==> src/rtl/subleq_core_gen_if.sv <==
// subleq_core_gen_if: memory req/ack bus plus byte in/out streams of the SUBLEQ core
interface subleq_core_gen_if #(
  parameter int DATA_W = 16,
  parameter int ADDR_W = 16,
  parameter int IO_W   = 8
);
  logic              mem_req;
  logic              mem_we;
  logic [ADDR_W-1:0] mem_addr;
  logic [DATA_W-1:0] mem_wdata;
  logic              mem_ack;
  logic [DATA_W-1:0] mem_rdata;
  logic              in_valid;
  logic [IO_W-1:0]   in_data;
  logic              in_ready;
  logic              out_valid;
  logic [IO_W-1:0]   out_data;
  logic              out_ready;
  modport master (
    output mem_req, mem_we, mem_addr, mem_wdata, in_ready, out_valid, out_data,
    input  mem_ack, mem_rdata, in_valid, in_data, out_ready
  );
  modport slave (
    input  mem_req, mem_we, mem_addr, mem_wdata, in_ready, out_valid, out_data,
    output mem_ack, mem_rdata, in_valid, in_data, out_ready
  );
endinterface

==> src/rtl/subleq_core_gen.sv <==
// subleq_core_gen: parametrised SUBLEQ core with req/ack memory port, byte streams and halt
module subleq_core_gen #(
  parameter int              DATA_W   = 16,
  parameter int              ADDR_W   = 16,
  parameter int              IO_W     = 8,
  parameter logic [ADDR_W-1:0] RESET_PC = '0
) (
  input  logic               clk,
  input  logic               rst,
  input  logic               run,
  subleq_core_gen_if.master  bus,
  output logic               halted,
  output logic [ADDR_W-1:0]  pc
);
  typedef enum logic [3:0] {IDLE, FA, FB, FC, LA, LB, WB, UPD, IN, WI, OUT, HALT} state_t;
  state_t            state_q, state_d;
  logic [ADDR_W-1:0] pc_q, pc_d, addr_q, addr_d, addr_t, pc1, pc2, pc3;
  logic [DATA_W-1:0] a_q, a_d, b_q, b_d, c_q, c_d, da_q, da_d, db_q, db_d;
  logic [DATA_W-1:0] wdata_q, wdata_d, r;
  logic [IO_W-1:0]   out_data_q, out_data_d;
  logic              req_q, req_d, we_q, we_d, in_ready_q, in_ready_d;
  logic              out_valid_q, out_valid_d, halted_q, halted_d;
  logic              done, mem_st, taken;
  assign pc1    = pc_q + ADDR_W'(1);
  assign pc2    = pc_q + ADDR_W'(2);
  assign pc3    = pc_q + ADDR_W'(3);
  assign r      = db_q - da_q;
  assign taken  = r[DATA_W-1] | ~|r;
  assign done   = req_q & bus.mem_ack;
  assign mem_st = state_q inside {FA, FB, FC, LA, LB, WB, WI};
  assign addr_t = state_q == FA ? pc_q : state_q == FB ? pc1 : state_q == FC ? pc2 :
                  state_q == LA ? a_q[ADDR_W-1:0] : b_q[ADDR_W-1:0];
  assign bus.mem_req   = req_q;
  assign bus.mem_we    = we_q;
  assign bus.mem_addr  = addr_q;
  assign bus.mem_wdata = wdata_q;
  assign bus.in_ready  = in_ready_q;
  assign bus.out_valid = out_valid_q;
  assign bus.out_data  = out_data_q;
  assign halted        = halted_q;
  assign pc            = pc_q;
  always_comb begin
    state_d     = state_q;
    pc_d        = pc_q;
    addr_d      = addr_q;
    a_d         = a_q;
    b_d         = b_q;
    c_d         = c_q;
    da_d        = da_q;
    db_d        = db_q;
    wdata_d     = wdata_q;
    out_data_d  = out_data_q;
    req_d       = req_q;
    we_d        = we_q;
    in_ready_d  = in_ready_q;
    out_valid_d = out_valid_q;
    halted_d    = halted_q;
    // first cycle of a memory state issues the request, a later ack retires it
    if (mem_st && !req_q) begin
      req_d   = 1'b1;
      addr_d  = addr_t;
      we_d    = state_q inside {WB, WI};
      wdata_d = state_q == WB ? r : db_q;
    end
    if (done) req_d = 1'b0;
    case (state_q)
      IDLE: state_d = run ? FA : IDLE;
      FA: if (done) begin a_d = bus.mem_rdata; state_d = FB; end
      FB: if (done) begin b_d = bus.mem_rdata; state_d = FC; end
      FC: if (done) begin c_d = bus.mem_rdata; state_d = &a_q ? IN : LA; end
      LA: if (done) begin da_d = bus.mem_rdata; state_d = &b_q ? OUT : LB; end
      LB: if (done) begin db_d = bus.mem_rdata; state_d = WB; end
      WB: if (done) state_d = UPD;
      UPD: begin
        halted_d = taken & c_q[DATA_W-1];
        pc_d     = taken ? (c_q[DATA_W-1] ? pc_q : c_q[ADDR_W-1:0]) : pc3;
        state_d  = halted_d ? HALT : run ? FA : IDLE;
      end
      IN: begin
        in_ready_d = ~in_ready_q | ~bus.in_valid;
        if (in_ready_q && bus.in_valid) begin
          db_d    = DATA_W'(bus.in_data);
          state_d = WI;
        end
      end
      WI: if (done) begin pc_d = pc3; state_d = run ? FA : IDLE; end
      OUT: begin
        out_valid_d = ~out_valid_q | ~bus.out_ready;
        out_data_d  = out_valid_q ? out_data_q : da_q[IO_W-1:0];
        if (out_valid_q && bus.out_ready) begin
          pc_d    = pc3;
          state_d = run ? FA : IDLE;
        end
      end
      HALT: state_d = HALT;
      default: state_d = IDLE;
    endcase
  end
  always_ff @(posedge clk) begin
    if (rst) begin
      state_q     <= IDLE;
      pc_q        <= RESET_PC;
      addr_q      <= '0;
      a_q         <= '0;
      b_q         <= '0;
      c_q         <= '0;
      da_q        <= '0;
      db_q        <= '0;
      wdata_q     <= '0;
      out_data_q  <= '0;
      req_q       <= 1'b0;
      we_q        <= 1'b0;
      in_ready_q  <= 1'b0;
      out_valid_q <= 1'b0;
      halted_q    <= 1'b0;
    end else begin
      state_q     <= state_d;
      pc_q        <= pc_d;
      addr_q      <= addr_d;
      a_q         <= a_d;
      b_q         <= b_d;
      c_q         <= c_d;
      da_q        <= da_d;
      db_q        <= db_d;
      wdata_q     <= wdata_d;
      out_data_q  <= out_data_d;
      req_q       <= req_d;
      we_q        <= we_d;
      in_ready_q  <= in_ready_d;
      out_valid_q <= out_valid_d;
      halted_q    <= halted_d;
    end
  end
endmodule

==> src/flat_wrapper.sv <==
// flat-port wrapper written by rule: the top's interface ports become plain ports
module subleq_core_gen_flat 
#(
  parameter int              DATA_W   = 16,
  parameter int              ADDR_W   = 16,
  parameter int              IO_W     = 8,
  parameter logic [ADDR_W-1:0] RESET_PC = '0
)
  (clk, rst, run, halted, pc, bus_mem_req, bus_mem_we, bus_mem_addr, bus_mem_wdata, bus_in_ready, bus_out_valid, bus_out_data, bus_mem_ack, bus_mem_rdata, bus_in_valid, bus_in_data, bus_out_ready);
  subleq_core_gen_if #(.DATA_W(DATA_W), .ADDR_W(ADDR_W), .IO_W(IO_W)) bus_i ();
  input  logic clk;
  input  logic rst;
  input  logic run;
  output logic halted;
  output logic [ADDR_W-1:0] pc;
  output wire logic [$bits(bus_i.mem_req)-1:0] bus_mem_req;
  output wire logic [$bits(bus_i.mem_we)-1:0] bus_mem_we;
  output wire logic [$bits(bus_i.mem_addr)-1:0] bus_mem_addr;
  output wire logic [$bits(bus_i.mem_wdata)-1:0] bus_mem_wdata;
  output wire logic [$bits(bus_i.in_ready)-1:0] bus_in_ready;
  output wire logic [$bits(bus_i.out_valid)-1:0] bus_out_valid;
  output wire logic [$bits(bus_i.out_data)-1:0] bus_out_data;
  input wire logic [$bits(bus_i.mem_ack)-1:0] bus_mem_ack;
  input wire logic [$bits(bus_i.mem_rdata)-1:0] bus_mem_rdata;
  input wire logic [$bits(bus_i.in_valid)-1:0] bus_in_valid;
  input wire logic [$bits(bus_i.in_data)-1:0] bus_in_data;
  input wire logic [$bits(bus_i.out_ready)-1:0] bus_out_ready;
  assign bus_mem_req = bus_i.mem_req;
  assign bus_mem_we = bus_i.mem_we;
  assign bus_mem_addr = bus_i.mem_addr;
  assign bus_mem_wdata = bus_i.mem_wdata;
  assign bus_in_ready = bus_i.in_ready;
  assign bus_out_valid = bus_i.out_valid;
  assign bus_out_data = bus_i.out_data;
  assign bus_i.mem_ack = bus_mem_ack;
  assign bus_i.mem_rdata = bus_mem_rdata;
  assign bus_i.in_valid = bus_in_valid;
  assign bus_i.in_data = bus_in_data;
  assign bus_i.out_ready = bus_out_ready;
  subleq_core_gen #(.DATA_W(DATA_W), .ADDR_W(ADDR_W), .IO_W(IO_W), .RESET_PC(RESET_PC)) u_core (.clk(clk), .rst(rst), .run(run), .bus(bus_i), .halted(halted), .pc(pc));
endmodule
==> config.mk <==
export PLATFORM = sky130hd
export DESIGN_NAME = subleq_core_gen_flat
export DESIGN_NICKNAME = d
export VERILOG_FILES = /design/src/rtl/subleq_core_gen_if.sv /design/src/rtl/subleq_core_gen.sv /design/src/flat_wrapper.sv
export SDC_FILE = /design/constraint.sdc
export NUM_CORES = 1
export LEC_CHECK = 0
export CORE_ASPECT_RATIO = 1.4
export CORE_MARGIN = 10
export CORE_UTILIZATION = 50
export DETAILED_ROUTE_END_ITERATION = 7
export GPL_TIMING_DRIVEN = 0
export PLACE_DENSITY = 0.81
export SYNTH_ARGS = -nofsm -noshare
export SYNTH_HDL_FRONTEND = slang
export SYNTH_SLANG_ARGS = --single-unit
==> constraint.sdc <==
create_clock -name clk -period 9.7 [get_ports clk]
set_clock_uncertainty 0.05 [all_clocks]
set_input_delay 0.97 -clock clk [delete_from_list [all_inputs] [get_ports clk]]
set_output_delay 0.97 -clock clk [all_outputs]
set_load 0.02 [all_outputs]
==> impl_metrics.sql <==
INSERT INTO impl_metrics (metric_group, metric, value, unit) VALUES
('run_status', 'status', 'finished, final reports clean', ''),
('power', 'share_comb_of_total_power', '0.493', ''),
('synth', 'postSynthRegisterBits', '145', ''),
('setup_path', 'timing.critical_path.to_type', 'flop', ''),
('cts', 'h-tree-depth', '4', ''),
('synth', 'average_instance_area_after_synthesis', '7.38', 'um^2'),
('power', 'switching_share_of_power', '0.441', ''),
('sta', 'setup_viol', '0', ''),
('cells_and_area', 'post-route-util', '0.618', ''),
('synth', 'async_reset_ff_frac', '0', ''),
('cts', 'tritoncts', 'done', ''),
('cells_and_area', 'layout.filler_cells', '1505', ''),
('power', 'power.leakage', '3.32', 'nW'),
('floorplan', 'die_width', '128', 'um'),
('grt', 'maximum_number_of_pins_on_one_net_before_global_route_repair', '17', ''),
('power', 'clkPwrFrac', '0.252', ''),
('setup_path', 'critPathKind', 'reg -> reg', ''),
('cts', 'tritoncts.num_buffers', '17', ''),
('sta', 'final_hold_viol_count', '0', ''),
('routing', 'first_drt_pass_iteration_count', '6', ''),
('routing', 'postRouteAntennaNets', '0', ''),
('cts', 'post_cts_resize_count', '0', ''),
('sta', 'max_freq', '0.217', 'GHz'),
('floorplan', 'core', '0.0161', 'mm^2'),
('placement', 'finalWeightedCongestion', '1.02', ''),
('cts', 'clock_input_transition_at_the_sequential_cells_of_the_worst_setup_and_hold_paths', '70', 'ps'),
('setup_path', 'cp_slowest_cell', 'sky130_fd_sc_hd__o41ai_1', ''),
('floorplan', 'io_pins', '91', ''),
('setup_path', 'setup.worst_path.start_class', 'flop', ''),
('sta', 'unrepaired_setup_endpoints_after_global_routing', 'false', ''),
('placement', 'dp_hpwl', '24800', 'um'),
('grt', 'grt_use_total', '0.287', ''),
('synth', 'synth.yosys.seq_area_share', '0.355', ''),
('cells_and_area', 'insertedDiodeCount', '0', ''),
('sta', 'timing_worst_slew_pin_value', '1310', 'ps'),
('synth', 'yosys_warns', '0', ''),
('sta', 'max_slew_margin', '0.120', ''),
('routing', 'detailedRoute.firstIterationViolations', '918', ''),
('floorplan', 'rows', '55', ''),
('cts', 'cts_max_path_buffers', '2', ''),
('setup_path', 'timing.critical_path.slowest_cell_delay', '680', 'ps'),
('synth', 'post_synth_inst_count', '1108', ''),
('setup_path', 'critical_path.max_fanout', '10', ''),
('power', 'cellPowerDensity', '281', 'mW/mm^2'),
('cells_and_area', 'flow.area_growth_from_synthesis', '21.6', '%'),
('setup_path', 'crit_family', 'compound AO/OA/AOI/OAI gates', ''),
('cts', 'number_of_buffers_inserted_by_hold_repair_at_cts', '0', ''),
('hold_path', 'hold_path.class', 'reg -> reg', ''),
('routing', 'routed_wire_length_per_instance', '22.6', 'um'),
('power', 'cell_internal_pwr', '0.00156', 'W'),
('cts', 'cts.sinks', '145', ''),
('cts', 'buffer_cell_driving_the_clock_tree_root', 'sky130_fd_sc_hd__clkbuf_16', ''),
('grt', 'antenna_found_initial', '0', ''),
('cells_and_area', 'layout.nets', '1266', ''),
('synth', 'synthesis.nets', '1158', ''),
('setup_path', 'timing.critical_path.arrival', '4860', 'ps'),
('synth', 'yosys-top-cells-count', 'sky130_fd_sc_hd__nand2_1 (227), sky130_fd_sc_hd__a21oi_1 (148), sky130_fd_sc_hd__dfxtp_1 (145)', ''),
('routing', 'detailroute.via_count', '9085', ''),
('setup_path', 'crit_required', '9950', 'ps'),
('synth', 'synth-edff-count', '0', ''),
('grt', 'globalRouteOverflowTotal', '0', ''),
('placement', 'port-buffer-count', '89', ''),
('floorplan', 'initial_core_util', '0.508', ''),
('grt', 'number_of_global_route_vias_before_repair', '8822', ''),
('job', 'drv_cap', '0', ''),
('synth', 'yosys.area.top_type_share', '0.355', ''),
('power', 'ir_drop', '0.201', 'mV'),
('synth', 'yosys_cell_types', '68', ''),
('setup_path', 'timing.critical_path.cells', 'inv_1 > ha_1 > fa_1 > and2b_1 > o21ai_0 > a21oi_1 > a31oi_1 > or4_4 > o41ai_1 > nand2_1 > clkbuf_1 > mux2i_1 > o32ai_2', ''),
('synth', 'top_post_synthesis_cells_by_area', 'sky130_fd_sc_hd__dfxtp_1 (35%), sky130_fd_sc_hd__nand2_1 (10%), sky130_fd_sc_hd__a21oi_1 (9.1%)', ''),
('synth', 'synth_ff_type', 'sky130_fd_sc_hd__dfxtp_1', '');
worst register-to-register path: cells and delay by family, from the launching register on:
| kind | cells | cell delay [ps] |
|---|---|---|
| compound gates | 5 | 1460 |
| simple gates | 3 | 1150 |
| fa+ha+maj | 2 | 660 |
| buf+inv | 2 | 480 |
| flops | 1 | 360 |
| mux | 1 | 330 |
cell usage in the layout, fill, tap and decap left out, drive strengths merged, types with 5 or more instances in the layout:
cell	synthesis	layout
a31oi	12	12
clkbuf	61	79
and2	8	8
a21oi	150	150
o211ai	10	10
o32ai	12	12
a311oi	14	14
nand2b	6	6
nor2	103	103
nand3	40	40
o22ai	7	7
o221ai	11	11
nor4	10	10
a211oi	18	18
dfxtp	145	145
mux2i	34	34
o21ai	26	26
ha	19	19
inv	40	49
and3	6	6
clkdlybuf4s50	0	89
nand4	14	14
o21a	7	7
nand2	228	228
or3	8	8
xnor2	12	12
buf	14	14
nor3	29	29
or2	5	5
through the flow:
stage	hold slack [ps]	area (um^2)	cells	total power, W	setup slack [ps]
after floorplan	384	8180	1108	0.00162	6160
after global placement	391	9320	1396	0.00206	5310
after detailed placement	397	9320	1396	0.00206	5270
after CTS	406	9940	1428	0.00277	5200
after global routing	428	9950	1428	0.00292	4870
final	405	9950	1428	0.00280	5080
power groups by stage:
stage / Clock (W) / Sequential [W] / Combinational [W]
floorplan: 0 / 0.000767 / 0.000854
CTS: 0.000708 / 0.000712 / 0.00135
finish: 0.000705 / 0.000714 / 0.00138
global placement: 0 / 0.000724 / 0.00133
global route: 0.000728 / 0.000718 / 0.00148
detailed placement: 0 / 0.000725 / 0.00133
per-layer routing:
layer | track usage | wire length (um) | vias to the layer above
met2 | 0.511 | 16000 | 521
li1 | - | - | 4161
met1 | 0.276 | 11000 | 4223
met5 | 0 | 0 | -
met3 | 0.0542 | 2200 | 180
met4 | 0.251 | 3100 | 0
flip-flops by register name (all words and copies together) (netlist names), 4 cells and up:
| signal | flops |
|---|---|
| u_core.bus.out_data | 8 |
| u_core.da_q | 16 |
| u_core.db_q | 16 |
| u_core.pc | 16 |
| u_core.bus.mem_addr | 16 |
| u_core.c_q | 16 |
| u_core.state_q | 4 |
| u_core.bus.mem_wdata | 16 |
| u_core.a_q | 16 |
| u_core.b_q | 16 |
layout make-up:
class                   instances  area, um^2  share of cell area
well taps                     199         249              0.0250
flip-flops and latches        145        2900               0.292
clock buffers                  18         429              0.0431
inverters                      40         150              0.0151
clock inverters                14         190              0.0191
repair buffers                 89         891              0.0896
multi-input cells             848        4810               0.484
plain buffers                  75         320              0.0322
path summary, 6_finish.rpt:
kind	startpoint	to	slack (ps)	depth (start not counted)
hold reg to reg	u_core.bus.mem_addr[8]$_SDFFE_PP0P_	u_core.bus.mem_addr[8]$_SDFFE_PP0P_	410	2
setup reg to reg	u_core.db_q[0]$_SDFFE_PP0P_	u_core.pc[10]$_SDFFE_PP0P_	5080	13
setup / recovery	u_core.db_q[0]$_SDFFE_PP0P_	u_core.pc[10]$_SDFFE_PP0P_	5080	13
hold / removal	u_core.bus.mem_addr[8]$_SDFFE_PP0P_	u_core.bus.mem_addr[8]$_SDFFE_PP0P_	410	2
cell families after synthesis:
kind of cell,share of synthesized area
compound gates,0.245
xor+xnor,0.0161
fa+ha+maj,0.0315
buf+inv,0.0575
flops,0.355
mux,0.0443
simple gates,0.251
No activity file was read; power rests on OpenSTA's default activity.
